### config.mk
export PLATFORM = sky130hd
export DESIGN_NAME = cpu_axi_bridge_flat
export DESIGN_NICKNAME = d
export VERILOG_FILES = /design/src/rtl/cpu_axi_bridge_if.sv /design/src/rtl/cpu_axi_bridge.sv /design/src/flat_wrapper.sv
export SDC_FILE = /design/constraint.sdc
export NUM_CORES = 1
export LEC_CHECK = 0
export ABC_AREA = 1
export BUFFER_PORTS_ARGS = -buffer_cell sky130_fd_sc_hd__buf_2
export CORE_UTILIZATION = 25
export DETAILED_ROUTE_END_ITERATION = 16
export SETUP_SLACK_MARGIN = 0.1
export SYNTH_ARGS = -nofsm -noshare
export SYNTH_HDL_FRONTEND = slang
export SYNTH_SLANG_ARGS = --single-unit
### constraint.sdc
create_clock -name clk -period 2.1 [get_ports clk]
set_input_delay 0.21 -clock clk [delete_from_list [all_inputs] [get_ports clk]]
set_output_delay 0.21 -clock clk [all_outputs]
set_load 0.1 [all_outputs]
### src/rtl/cpu_axi_bridge_if.sv
// AXI3 master-side bus bundle for the CPU-to-AXI bridge.
// The master modport is the bridge; the slave modport is the interconnect or memory.
interface cpu_axi_bridge_if;
  logic [3:0]  arid;
  logic [31:0] araddr;
  logic [7:0]  arlen;
  logic [2:0]  arsize;
  logic [1:0]  arburst;
  logic [1:0]  arlock;
  logic [3:0]  arcache;
  logic [2:0]  arprot;
  logic        arvalid;
  logic        arready;

  logic [3:0]  rid;
  logic [31:0] rdata;
  logic [1:0]  rresp;
  logic        rlast;
  logic        rvalid;
  logic        rready;

  logic [3:0]  awid;
  logic [31:0] awaddr;
  logic [7:0]  awlen;
  logic [2:0]  awsize;
  logic [1:0]  awburst;
  logic [1:0]  awlock;
  logic [3:0]  awcache;
  logic [2:0]  awprot;
  logic        awvalid;
  logic        awready;

  logic [3:0]  wid;
  logic [31:0] wdata;
  logic [3:0]  wstrb;
  logic        wlast;
  logic        wvalid;
  logic        wready;

  logic [3:0]  bid;
  logic [1:0]  bresp;
  logic        bvalid;
  logic        bready;

  modport master (
    output arid, araddr, arlen, arsize, arburst, arlock, arcache, arprot, arvalid,
    input  arready,
    input  rid, rdata, rresp, rlast, rvalid,
    output rready,
    output awid, awaddr, awlen, awsize, awburst, awlock, awcache, awprot, awvalid,
    input  awready,
    output wid, wdata, wstrb, wlast, wvalid,
    input  wready,
    input  bid, bresp, bvalid,
    output bready
  );

  modport slave (
    input  arid, araddr, arlen, arsize, arburst, arlock, arcache, arprot, arvalid,
    output arready,
    output rid, rdata, rresp, rlast, rvalid,
    input  rready,
    input  awid, awaddr, awlen, awsize, awburst, awlock, awcache, awprot, awvalid,
    output awready,
    input  wid, wdata, wstrb, wlast, wvalid,
    output wready,
    output bid, bresp, bvalid,
    input  bready
  );
endinterface

### src/rtl/cpu_axi_bridge.sv
// Bridges the CPU's instruction and data SRAM-like ports onto one AXI3 master
// with a single outstanding transaction. The data port wins when both request.
module cpu_axi_bridge (
  input  logic        clk,
  input  logic        resetn,

  input  logic        inst_req,
  input  logic        inst_wr,
  input  logic [1:0]  inst_size,
  input  logic [31:0] inst_addr,
  input  logic [31:0] inst_wdata,
  output logic        inst_addr_ok,
  output logic        inst_data_ok,
  output logic [31:0] inst_rdata,

  input  logic        data_req,
  input  logic        data_wr,
  input  logic [1:0]  data_size,
  input  logic [31:0] data_addr,
  input  logic [31:0] data_wdata,
  output logic        data_addr_ok,
  output logic        data_data_ok,
  output logic [31:0] data_rdata,

  cpu_axi_bridge_if.master axi
);

  localparam logic [2:0] S_IDLE    = 3'd0;
  localparam logic [2:0] S_RD_ADDR = 3'd1;
  localparam logic [2:0] S_RD_DATA = 3'd2;
  localparam logic [2:0] S_WR_REQ  = 3'd3;
  localparam logic [2:0] S_WR_RESP = 3'd4;
  localparam logic [2:0] S_DONE    = 3'd5;

  logic [2:0]  state, state_nxt;
  logic        own_data;          // 1: data port owns the transaction, 0: inst port
  logic [1:0]  lat_size;
  logic [31:0] lat_addr;
  logic [31:0] lat_wdata;
  logic        aw_done, w_done;   // AW / W handshakes already completed in WR_REQ
  logic        accept_data, accept_inst;
  logic        aw_hs, w_hs;
  logic [1:0]  size_n;            // size with the reserved code 3 folded onto word
  logic [3:0]  strb;

  // Requests are only looked at in IDLE; data has priority over inst.
  assign accept_data  = (state == S_IDLE) && data_req;
  assign accept_inst  = (state == S_IDLE) && !data_req && inst_req;
  assign data_addr_ok = accept_data;
  assign inst_addr_ok = accept_inst;

  assign data_data_ok = (state == S_DONE) &&  own_data;
  assign inst_data_ok = (state == S_DONE) && !own_data;

  assign aw_hs  = axi.awvalid && axi.awready;
  assign w_hs   = axi.wvalid  && axi.wready;
  assign size_n = (lat_size == 2'd3) ? 2'd2 : lat_size;

  // Byte-lane strobes for the latched size and address offset.
  always_comb begin
    // NOTE: every signal written here gets a default first so no latch is inferred.
    strb = 4'b1111;
    case (size_n)
      2'd0:    strb = 4'b0001 << lat_addr[1:0];
      2'd1:    strb = lat_addr[1] ? 4'b1100 : 4'b0011;
      default: strb = 4'b1111;
    endcase
  end

  // Next-state logic for the single-outstanding transaction sequencer.
  always_comb begin
    state_nxt = state;
    case (state)
      S_IDLE: begin
        if (accept_data)      state_nxt = data_wr ? S_WR_REQ : S_RD_ADDR;
        else if (accept_inst) state_nxt = inst_wr ? S_WR_REQ : S_RD_ADDR;
      end
      S_RD_ADDR: if (axi.arready) state_nxt = S_RD_DATA;
      S_RD_DATA: if (axi.rvalid)  state_nxt = S_DONE;
      S_WR_REQ:  if ((aw_done || aw_hs) && (w_done || w_hs)) state_nxt = S_WR_RESP;
      S_WR_RESP: if (axi.bvalid)  state_nxt = S_DONE;
      S_DONE:    state_nxt = S_IDLE;
      default:   state_nxt = S_IDLE;
    endcase
  end

  // State register; reset abandons any transaction in flight.
  always_ff @(posedge clk or negedge resetn) begin
    // NOTE: sequential state is always assigned with <= so every flop samples pre-edge values.
    if (!resetn) state <= S_IDLE;
    else         state <= state_nxt;
  end

  // Latch the accepted request; these fields drive the AXI side until DONE.
  always_ff @(posedge clk or negedge resetn) begin
    if (!resetn) begin
      own_data  <= 1'b0;
      lat_size  <= 2'd0;
      lat_addr  <= 32'h0;
      lat_wdata <= 32'h0;
    end else if (accept_data) begin
      own_data  <= 1'b1;
      lat_size  <= data_size;
      lat_addr  <= data_addr;
      lat_wdata <= data_wdata;
    end else if (accept_inst) begin
      own_data  <= 1'b0;
      lat_size  <= inst_size;
      lat_addr  <= inst_addr;
      lat_wdata <= inst_wdata;
    end
  end

  // Track AW and W handshakes independently; cleared whenever not in WR_REQ.
  always_ff @(posedge clk or negedge resetn) begin
    if (!resetn) begin
      aw_done <= 1'b0;
      w_done  <= 1'b0;
    end else if (state == S_WR_REQ) begin
      if (aw_hs) aw_done <= 1'b1;
      if (w_hs)  w_done  <= 1'b1;
    end else begin
      aw_done <= 1'b0;
      w_done  <= 1'b0;
    end
  end

  // Capture read data into the owner's register; it holds until that port reads again.
  always_ff @(posedge clk or negedge resetn) begin
    // NOTE: the data registers are reset too, since the CPU may sample rdata before its first read.
    if (!resetn) begin
      inst_rdata <= 32'h0;
      data_rdata <= 32'h0;
    end else if ((state == S_RD_DATA) && axi.rvalid) begin
      if (own_data) data_rdata <= axi.rdata;
      else          inst_rdata <= axi.rdata;
    end
  end

  // AR channel: single-beat incrementing reads.
  assign axi.arid    = {3'b000, own_data};
  assign axi.araddr  = lat_addr;
  assign axi.arlen   = 8'd0;
  assign axi.arsize  = {1'b0, size_n};
  assign axi.arburst = 2'b01;
  assign axi.arlock  = 2'b00;
  assign axi.arcache = 4'b0000;
  assign axi.arprot  = 3'b000;
  assign axi.arvalid = (state == S_RD_ADDR);
  assign axi.rready  = (state == S_RD_DATA);

  // AW / W / B channels: single-beat writes, AW and W dropped after their own handshake.
  assign axi.awid    = {3'b000, own_data};
  assign axi.awaddr  = lat_addr;
  assign axi.awlen   = 8'd0;
  assign axi.awsize  = {1'b0, size_n};
  assign axi.awburst = 2'b01;
  assign axi.awlock  = 2'b00;
  assign axi.awcache = 4'b0000;
  assign axi.awprot  = 3'b000;
  assign axi.awvalid = (state == S_WR_REQ) && !aw_done;
  assign axi.wid     = {3'b000, own_data};
  assign axi.wdata   = lat_wdata;
  assign axi.wstrb   = strb;
  assign axi.wlast   = 1'b1;
  assign axi.wvalid  = (state == S_WR_REQ) && !w_done;
  assign axi.bready  = (state == S_WR_RESP);

  // Response IDs and status are not used: the owner comes from the latch.
  logic unused_resp;
  assign unused_resp = ^{axi.rid, axi.rresp, axi.rlast, axi.bid, axi.bresp};

endmodule

### src/flat_wrapper.sv
// flat-port wrapper written by rule: the top's interface ports become plain ports
module cpu_axi_bridge_flat 
  (clk, resetn, inst_req, inst_wr, inst_size, inst_addr, inst_wdata, inst_addr_ok, inst_data_ok, inst_rdata, data_req, data_wr, data_size, data_addr, data_wdata, data_addr_ok, data_data_ok, data_rdata, axi_arid, axi_araddr, axi_arlen, axi_arsize, axi_arburst, axi_arlock, axi_arcache, axi_arprot, axi_arvalid, axi_arready, axi_rid, axi_rdata, axi_rresp, axi_rlast, axi_rvalid, axi_rready, axi_awid, axi_awaddr, axi_awlen, axi_awsize, axi_awburst, axi_awlock, axi_awcache, axi_awprot, axi_awvalid, axi_awready, axi_wid, axi_wdata, axi_wstrb, axi_wlast, axi_wvalid, axi_wready, axi_bid, axi_bresp, axi_bvalid, axi_bready);
  cpu_axi_bridge_if axi_i ();
  input  logic clk;
  input  logic resetn;
  input  logic inst_req;
  input  logic inst_wr;
  input  logic [1:0] inst_size;
  input  logic [31:0] inst_addr;
  input  logic [31:0] inst_wdata;
  output logic inst_addr_ok;
  output logic inst_data_ok;
  output logic [31:0] inst_rdata;
  input  logic data_req;
  input  logic data_wr;
  input  logic [1:0] data_size;
  input  logic [31:0] data_addr;
  input  logic [31:0] data_wdata;
  output logic data_addr_ok;
  output logic data_data_ok;
  output logic [31:0] data_rdata;
  output wire logic [$bits(axi_i.arid)-1:0] axi_arid;
  output wire logic [$bits(axi_i.araddr)-1:0] axi_araddr;
  output wire logic [$bits(axi_i.arlen)-1:0] axi_arlen;
  output wire logic [$bits(axi_i.arsize)-1:0] axi_arsize;
  output wire logic [$bits(axi_i.arburst)-1:0] axi_arburst;
  output wire logic [$bits(axi_i.arlock)-1:0] axi_arlock;
  output wire logic [$bits(axi_i.arcache)-1:0] axi_arcache;
  output wire logic [$bits(axi_i.arprot)-1:0] axi_arprot;
  output wire logic [$bits(axi_i.arvalid)-1:0] axi_arvalid;
  input wire logic [$bits(axi_i.arready)-1:0] axi_arready;
  input wire logic [$bits(axi_i.rid)-1:0] axi_rid;
  input wire logic [$bits(axi_i.rdata)-1:0] axi_rdata;
  input wire logic [$bits(axi_i.rresp)-1:0] axi_rresp;
  input wire logic [$bits(axi_i.rlast)-1:0] axi_rlast;
  input wire logic [$bits(axi_i.rvalid)-1:0] axi_rvalid;
  output wire logic [$bits(axi_i.rready)-1:0] axi_rready;
  output wire logic [$bits(axi_i.awid)-1:0] axi_awid;
  output wire logic [$bits(axi_i.awaddr)-1:0] axi_awaddr;
  output wire logic [$bits(axi_i.awlen)-1:0] axi_awlen;
  output wire logic [$bits(axi_i.awsize)-1:0] axi_awsize;
  output wire logic [$bits(axi_i.awburst)-1:0] axi_awburst;
  output wire logic [$bits(axi_i.awlock)-1:0] axi_awlock;
  output wire logic [$bits(axi_i.awcache)-1:0] axi_awcache;
  output wire logic [$bits(axi_i.awprot)-1:0] axi_awprot;
  output wire logic [$bits(axi_i.awvalid)-1:0] axi_awvalid;
  input wire logic [$bits(axi_i.awready)-1:0] axi_awready;
  output wire logic [$bits(axi_i.wid)-1:0] axi_wid;
  output wire logic [$bits(axi_i.wdata)-1:0] axi_wdata;
  output wire logic [$bits(axi_i.wstrb)-1:0] axi_wstrb;
  output wire logic [$bits(axi_i.wlast)-1:0] axi_wlast;
  output wire logic [$bits(axi_i.wvalid)-1:0] axi_wvalid;
  input wire logic [$bits(axi_i.wready)-1:0] axi_wready;
  input wire logic [$bits(axi_i.bid)-1:0] axi_bid;
  input wire logic [$bits(axi_i.bresp)-1:0] axi_bresp;
  input wire logic [$bits(axi_i.bvalid)-1:0] axi_bvalid;
  output wire logic [$bits(axi_i.bready)-1:0] axi_bready;
  assign axi_arid = axi_i.arid;
  assign axi_araddr = axi_i.araddr;
  assign axi_arlen = axi_i.arlen;
  assign axi_arsize = axi_i.arsize;
  assign axi_arburst = axi_i.arburst;
  assign axi_arlock = axi_i.arlock;
  assign axi_arcache = axi_i.arcache;
  assign axi_arprot = axi_i.arprot;
  assign axi_arvalid = axi_i.arvalid;
  assign axi_i.arready = axi_arready;
  assign axi_i.rid = axi_rid;
  assign axi_i.rdata = axi_rdata;
  assign axi_i.rresp = axi_rresp;
  assign axi_i.rlast = axi_rlast;
  assign axi_i.rvalid = axi_rvalid;
  assign axi_rready = axi_i.rready;
  assign axi_awid = axi_i.awid;
  assign axi_awaddr = axi_i.awaddr;
  assign axi_awlen = axi_i.awlen;
  assign axi_awsize = axi_i.awsize;
  assign axi_awburst = axi_i.awburst;
  assign axi_awlock = axi_i.awlock;
  assign axi_awcache = axi_i.awcache;
  assign axi_awprot = axi_i.awprot;
  assign axi_awvalid = axi_i.awvalid;
  assign axi_i.awready = axi_awready;
  assign axi_wid = axi_i.wid;
  assign axi_wdata = axi_i.wdata;
  assign axi_wstrb = axi_i.wstrb;
  assign axi_wlast = axi_i.wlast;
  assign axi_wvalid = axi_i.wvalid;
  assign axi_i.wready = axi_wready;
  assign axi_i.bid = axi_bid;
  assign axi_i.bresp = axi_bresp;
  assign axi_i.bvalid = axi_bvalid;
  assign axi_bready = axi_i.bready;
  cpu_axi_bridge u_core (.clk(clk), .resetn(resetn), .inst_req(inst_req), .inst_wr(inst_wr), .inst_size(inst_size), .inst_addr(inst_addr), .inst_wdata(inst_wdata), .inst_addr_ok(inst_addr_ok), .inst_data_ok(inst_data_ok), .inst_rdata(inst_rdata), .data_req(data_req), .data_wr(data_wr), .data_size(data_size), .data_addr(data_addr), .data_wdata(data_wdata), .data_addr_ok(data_addr_ok), .data_data_ok(data_data_ok), .data_rdata(data_rdata), .axi(axi_i));
endmodule
### Yosys cells after proc, flatten, opt, wreduce, memory -nomap -nowiden

Index checks and enable logic that the tools add are counted.

| storage, ports and cells | value |
|---|---|
| bits of input ports | 188 |
| register bits after elaboration | 136 |

| operators by class | value |
|---|---|
| bitwise gates (word level) | 1 |
| reductions and logical operators | 23 |
| muxes and demuxes | 24 |
| equality and inequality tests | 14 |
| shifts and indexed selects | 1 |

Operators with widths:

| cell | number |
|---|---|
| 2-to-1 mux 32 bit | 4 |
| 2-to-1 mux 3 bit | 6 |
| one-hot mux 3 bit (5 select lines) | 1 |
| logical AND 1 bit | 11 |
| 2-to-1 mux 2 bit | 5 |
| != test 2 x 1 -> 1 bit (second input constant) | 4 |
| one-hot mux 4 bit (2 select lines) | 1 |
| equality test 3 x 2 -> 1 bit (second input constant) | 2 |
| equality test 3 bit (second input constant) | 2 |
| 2-to-1 mux 1 bit | 6 |
| AND reduction 5 bit | 1 |
| zero test 1 bit | 4 |
| 2-to-1 mux 4 bit | 1 |
| != test 2 bit (second input constant) | 2 |
| AND reduction 2 bit | 2 |
| << shifter 1 x 2 -> 4 bit (first input constant) | 1 |
| equality test 3 x 1 -> 1 bit (second input constant) | 1 |
| zero test 3 bit | 1 |
| != test 3 bit (second input constant) | 1 |
| equality test 2 x 1 -> 1 bit (second input constant) | 1 |
| equality test 2 bit (second input constant) | 1 |
| zero test 2 bit | 1 |
| logical OR 1 bit | 2 |
| nonzero test 2 bit | 1 |
| NOT 1 bit | 1 |

### Depth between registers and ports, before layout

Gate-level depths: netlist (run 1).

| depth | value |
|---|---|
| word-level depth | 7 |
| gate-level depth with buffers | 9 |
| depth with buffers taken out | 9 |

### Worst setup path before layout (run 1)

No wires, ideal clock.

| path | value |
|---|---|
| path type | flip-flop to output port |
| from | register u_core.lat_addr[1] (netlist: u_core.axi.araddr[1]) |
| to | output port axi_wstrb[2] |
| setup slack | -1,358 ps |
| cell stages (with the launch flop) | 3 |
| buffers on the path | 0 |
| data arrival time | 3,248 ps |
| cells stage by stage | dfrtp_1 inv_1 o21ai_0 |

| on the way | value |
|---|---|
| longest elaborated chain between the ends | 2 |

RTL lines:

| element | RTL line | source |
|---|---|---|
| start, declared | cpu_axi_bridge.sv:38 | `logic [31:0] lat_addr;` |
| start signal, assigned | cpu_axi_bridge.sv:104 | `lat_addr <= data_addr;` |
| start signal, assigned | cpu_axi_bridge.sv:109 | `lat_addr <= inst_addr;` |
| 2-to-1 mux 4 bit / << shifter 1 x 2 -> 4 bit (equally long branches) | cpu_axi_bridge.sv:65, cpu_axi_bridge.sv:64 |  |
| one-hot mux 4 bit (2 select lines) (*) | cpu_axi_bridge.sv:63 | `case (size_n)` |
| end, declared | flat_wrapper.sv:51 | `output wire logic [$bits(axi_i.wstrb)-1:0] axi_wstrb;` |

Every way passes the cells marked *; elsewhere a longest branch is shown, timed or not.

### Final worst setup path (run 1)

| path | value |
|---|---|
| from | register u_core.state[1] |
| to | output port axi_bready |

| on the way | value |
|---|---|
| longest elaborated chain between the ends | 1 |

RTL lines:

| element | RTL line | source |
|---|---|---|
| start, declared | cpu_axi_bridge.sv:35 | `logic [2:0] state, state_nxt;` |
| start signal, assigned | cpu_axi_bridge.sv:91 | `else state <= state_nxt;` |
| equality test 3 bit | cpu_axi_bridge.sv:167 | `assign axi.bready = (state == S_WR_RESP);` |
| end, declared | flat_wrapper.sv:58 | `output wire logic [$bits(axi_i.bready)-1:0] axi_bready;` |

Every way passes these cells.

==> metrics.md, run 1 <==
| Metric | Value |
|---|---|
| Max stage delay cell, worst path | dfrtp_1 |
| Share of layout cells above drive strength 1 | 0.389 |
| TritonRoute pass-1 iters | 6 |
| Final worst setup slack | 0.211 ns |
| Vias in the first global route | 5,554 |
| Max Freq | 529 MHz |
| Launch point of the worst path | u_core.state[1] |
| CTS tree | yes |
| Max-cap check violation count | 0 |
| Cell taking the most area after synthesis | dfrtp_1 |
| Critical R2R Launch | u_core.state[1] |
| Gpl congestion | 0.794 |
| Max-slew headroom | 0.549 |
| Minimum clock period | 1.89 ns |
| H-tree lvl count | 4 |
| Die width | 165 um |
| Post-detail-place hpwl | 15,200 um |
| Worst EP required | 1.89 ns |
| Post-synth cell types | 22 |
| Root Buffer | clkbuf_16 |
| Syn. warnings | 0 |
| Final-report max-slew violation count | 0 |
| Clock Skew | 0.0143 ns |
| RSZ-0062 raised after global routing | no |
| Slowest stage delay, CP | 0.44 ns |
| Largest net degree at the start of global routing | 75 |
| Top cell type's share of synthesized area | 0.513 |
| Crit start category | flop |
| Initial antenna violation count | 2 |
| Die height | 165 um |
| Synth Register Bits | 136 |
| Tot GR Track Use | 0.143 |
| Port Buf Inserts | 354 |
| Final ANT Viol Nets | 0 |
| # DRC | 0 |
| CTS Buf Count | 17 |
| Crit path cell chain | nor2_4, inv_1, nor2_2, buf_2 |
| CTS Buffer Depth | 2 |
| Worst hold path class | in2reg |
| Number of synthesized flops with an enable pin | 0 |
| Initial DRC count | 336 |
| Pre-CTS setup slack | 0.250 ns |
| Core area | 0.0261 mm^2 |
| Final setup viols | 0 |
| Initial Utilization | 0.255 |
| Crit path buf inv count | 2 |
| Final period util | 0.900 |
| Crit Path Max Fanout | 7 |
| Asr flop ratio synth | 1.00 |
| Top cell family by delay on the critical path | buffers and inverters |
| DIE AREA | 0.0272 mm^2 |
| Syn Area/Cell | 8.66 um^2 |
| FP Rows | 59 |
| Vias | 5,921 |
| Clk slew on worst S/H paths | 0.07 ns |
| HP Start | axi_wready |
| Tightest Pin Transition | 0.676 ns |
| Post-synthesis sequential area ratio | 0.513 |
| Multi-input combinational cell area | 0.00239 mm^2 |
| Status | completed |
| Global route overflow | 0 |
| Clock Latency Late Sink | 0.42 ns |
| FF+latch area | 0.00341 mm^2 |
| Worst setup EP type | output port |
| Dominant cells by area after synthesis | dfrtp_1 (51%), nand2_1 (12%), buf_4 (11%) |
| Fill cell count | 2,798 |
| Setup CP Type | reg2out |
| Area of placed instances | 0.00842 mm^2 |
| Global-route wire length before repair | 29,400 um |
| Drt wl/cell | 13.9 um |
| Vias per cell | 4.15 |
| Clk sink count | 136 |
| Gate Count Post-Synth | 767 |
| Final wirelength | 19,800 um |
| Nets | 1,265 |
| Crit path arrival time | 1.68 ns |
| Cell Area, Synth | 0.00664 mm^2 |
| Design Area, Final | 0.00904 mm^2 |
| Ys flop type | dfrtp_1 |
| I/O Pins | 418 |
| Final Hold Viols | 0 |
| Syn-to-layout area delta | 36.1% |
## layer usage
metal,track usage,share of wire
met1,0.166,0.42
met2,0.248,0.49
met3,0.0490,0.078
met4,0.0371,0.0090
met5,0,0.00051
## cell usage after synthesis, types with 12 or more instances
cell type and number:
inv_1 51, o21ai_0 13, nand2_1 215, clkbuf_1 14
o21ai_1 61, nor2_1 12, o21a_1 62, buf_2 16
nand3_1 70, dfrtp_1 136, buf_4 95
## path summary, 6_finish.rpt
kind                                         end  slack (ns)  cells after the start
setup / recovery                      axi_bready        0.21                      4
hold / removal                     u_core.w_done        0.04                      3
setup reg to reg             u_core.axi.wdata[2]        0.35                      6
hold reg to reg             u_core.inst_rdata[1]        0.48                      2
max in group asynchronous   u_core.axi.wdata[19]        1.23                      3
min in group asynchronous  u_core.data_rdata[26]        0.21                      2
## state kept, by name, summed over array words and instances (netlist names)
signal             flops
u_core.aw_done         1
u_core.axi.araddr     32
u_core.axi.wdata      32
u_core.data_rdata     32
u_core.inst_rdata     32
u_core.lat_size        2
u_core.own_data        1
u_core.state           3
u_core.w_done          1
## metrics by stage
step / std cells / util / hold slack [ns] / setup TNS [ns]
global route: 1426 / 0.347 / 0.0294 / 0
detailed placement: 1392 / 0.323 / 0.0871 / 0
floorplan: 815 / - / -0.0856 / -4.76
CTS: 1425 / 0.346 / 0.0201 / 0
finish: 1426 / 0.347 / 0.0405 / 0
global placement: 1392 / 0.323 / 0.0832 / 0
## cells by family (layout without fill, tap and decap cells)
kind of cell,count (synthesis),count (layout),synth area share
simple gates,307,307,0.195
flops,136,136,0.513
other cells,2,51,0.00113
buf+inv,183,458,0.164
compound gates,139,139,0.128
## cell usage in the layout (no fill, tap or decap), types with 2 or more instances in the layout
cell / count
buf_2: 347
nand2_1: 215
dfrtp_1: 134
nand3_1: 70
o21a_1: 62
o21ai_1: 61
inv_1: 51
conb_1: 50
clkbuf_16: 17
buf_4: 11
o21ai_0: 9
buf_12: 8
nor2_1: 6
nor2_2: 6
inv_8: 6
inv_6: 6
nand4_1: 3
a21oi_1: 3
buf_6: 3
o21ai_4: 2
inv_2: 2
o21ai_2: 2
nand3_2: 2
clkinvlp_4: 2
clkbuf_4: 2
dfrtp_2: 2
## cell type report
class,instances,area share
inverter,54,0.0233
timing repair buffer,372,0.225
tap,335,0.0464
sequential,136,0.377
antenna,1,0.000277
multi-input combinational,496,0.264
clock buffer,17,0.0471
clock inverter,15,0.0165
## worst register-to-register path, stage by stage (launching register included)
cell,delay (ns)
dfrtp_1,0.44
nor2_4,0.20
nand4_1,0.19
nand2_4,0.19
buf_12,0.28
nand3_1,0.20
o21a_1,0.13
## timing repair
item / CTS / global route
hold buffers: 1 / 0
buffers inserted: 0 / 0
endpoints found under the setup margin: 4 / 5
hold endpoints to repair: 79 / 0
resized for setup: 4 / 8
Power of run 1 is left out: the tool's default activity adds up to more than one toggle a clock period on the data nets, which glitch-free logic cannot reach.
==> inputs of run 2 (changes only) <==
--- a/config.mk
+++ b/config.mk
@@ -7,8 +7,10 @@
 export LEC_CHECK = 0
 export ABC_AREA = 1
 export BUFFER_PORTS_ARGS = -buffer_cell sky130_fd_sc_hd__buf_2
+export CORE_MARGIN = 3
 export CORE_UTILIZATION = 25
 export DETAILED_ROUTE_END_ITERATION = 16
+export REMOVE_ABC_BUFFERS = 1
 export SETUP_SLACK_MARGIN = 0.1
 export SYNTH_ARGS = -nofsm -noshare
 export SYNTH_HDL_FRONTEND = slang
==> metrics.md, run 2 (synthesized netlist as in run 1, its figures left out) <==
| Metric | Value |
|---|---|
| Clock Latency Late Sink | 0.41 ns (about the same) |
| Die height | 169 um (+2.4%) |
| Most frequent cells in the layout | buf_2 (348), nand2_1 (215), dfrtp_1 (135), nand3_1 (70), o21a_1 (62) |
| Clk sink count | 136 (unchanged) |
| CTS tree | yes |
| Clock Skew | 0.0103 ns (-0.00403 ns) |
| Share of layout cells above drive strength 1 | 0.381 (-0.00769) |
| TritonRoute pass-1 iters | 5 (-1) |
| Final ANT Viol Nets | 0 (unchanged) |
| Clk slew on worst S/H paths | 0.07 ns (about the same) |
| Global route overflow | 0 (unchanged) |
| DIE AREA | 0.0286 mm^2 (+4.9%) |
| Drt wl/cell | 13.6 um (-1.8%) |
| RSZ-0062 raised after global routing | no |
| Final setup viols | 0 (unchanged) |
| Global-route wire length before repair | 30,200 um (+2.7%) |
| Worst EP required | 1.89 ns (about the same) |
| Max Freq | 521 MHz (-1.5%) |
| Minimum clock period | 1.92 ns (+0.0296 ns) |
| Gpl congestion | 0.827 (+4.1%) |
| Final-report max-slew violation count | 0 (unchanged) |
| Crit path arrival time | 1.71 ns (+0.03 ns) |
| Nets | 1,266 (+0.079%) |
| Tightest Pin Transition | 0.654 ns (-0.0220 ns) |
| Max-cap check violation count | 0 (unchanged) |
| CTS Buffer Depth | 2 (unchanged) |
| I/O Pins | 418 (unchanged) |
| Final core occ | 0.346 (-0.00106) |
| CTS Buf Count | 17 (unchanged) |
| Initial Utilization | 0.255 (unchanged) |
| Vias per cell | 4.13 (-0.63%) |
| Final Hold Viols | 0 (unchanged) |
| Vias in the first global route | 5,659 (+1.9%) |
| Final period util | 0.914 (+0.0141) |
| Crit start category | flop |
| Syn-to-layout area delta | 35.7% |
| Status | completed |
| Largest net degree at the start of global routing | 65 (-13%) |
| Initial DRC count | 216 (-36%) |
| Tot GR Track Use | 0.131 (-0.0117) |
| Min Hold Slack | 0.0530 ns (+0.0126 ns) |
| Initial antenna violation count | 1 (-1) |
| # DRC | 0 (unchanged) |
| H-tree lvl count | 4 (unchanged) |
| Vias | 5,888 (-0.56%) |
| Max-slew headroom | 0.564 (+0.0147) |
| Worst setup EP type | output port |
| Fill cell count | 2,799 (+0.036%) |
| Setup CP Type | reg2out |
| Core area | 0.0261 mm^2 (unchanged) |
| Root Buffer | clkbuf_16 |
| Port Buf Inserts | 354 (unchanged) |
| Most common cell after layout, fill and taps aside | buf_2 |
| Die width | 169 um (+2.4%) |
| FP Rows | 59 (unchanged) |
| Crit Path Max Fanout | 7 (unchanged) |
| Post-detail-place hpwl | 14,600 um (-3.9%) |
| Final wirelength | 19,500 um (-1.7%) |
| Worst hold path class | in2reg |
==> run 2: area by class of cell <==
class / count / area [um^2] / area share
Antenna cell: 1 / 2.50 / 0.000278
Clock buffer: 19 / 453 / 0.0503
Clock inverter: 13 / 158 / 0.0175
Inverter: 54 / 208 / 0.0230
Multi-Input combinational cell: 496 / 2350 / 0.261
Sequential cell: 136 / 3400 / 0.378
Tap cell: 335 / 419 / 0.0465
Timing Repair Buffer: 373 / 2020 / 0.224
==> run 2: critical path: stages, from the launching register on <==
cell     delay [ns]
dfrtp_1        0.41
buf_4          0.18
nor3_4         0.24
buf_2          0.47
==> run 2: repair_timing <==
item / 4_1_cts / 5_1_grt
pin swaps: 0 / 2
hold buffers: 1 / 0
setup buffers: 0 / 2
resized for setup: 4 / 9
hold endpoints to repair: 47 / 0
setup endpoints to repair: 3 / 5
==> run 2: worst paths after layout <==
| kind | start | to | slack (ns) | cells past startpoint |
|---|---|---|---|---|
| max | u_core.state[0] | axi_rready | 0.18 | 3 |
| min | axi_rdata[31] | u_core.data_rdata[31] | 0.05 | 3 |
| max reg2reg | u_core.state[1] | u_core.axi.araddr[3] | 0.23 | 7 |
| min reg2reg | u_core.data_rdata[17] | u_core.data_rdata[17] | 0.48 | 2 |
| max in group asynchronous | resetn | u_core.axi.wdata[9] | 1.14 | 3 |
| min in group asynchronous | resetn | u_core.data_rdata[5] | 0.31 | 2 |
==> run 2: per-layer routing <==
metal  track usage  vias to the layer above  wire (um)
met4        0.0385                        0        238
met1         0.165                     2702       8090
met3        0.0264                       12       1260
met2         0.228                      231       9860
met5             0                        -          0
li1              -                     2943          -
==> run 2: stage by stage <==
stage | worst slack [ns] | cells | area [um^2] | setup TNS [ns]
4_1_cts | 0.0685 | 1424 | 8970 | 0
3_3_place_gp | 0.264 | 1391 | 8340 | 0
6_report | 0.181 | 1427 | 9010 | 0
3_5_place_dp | 0.269 | 1391 | 8340 | 0
2_1_floorplan | -2.00 | 686 | 5940 | -193.57
5_1_grt | 0.0870 | 1427 | 9010 | 0
Power of run 2 is left out for the same reason.
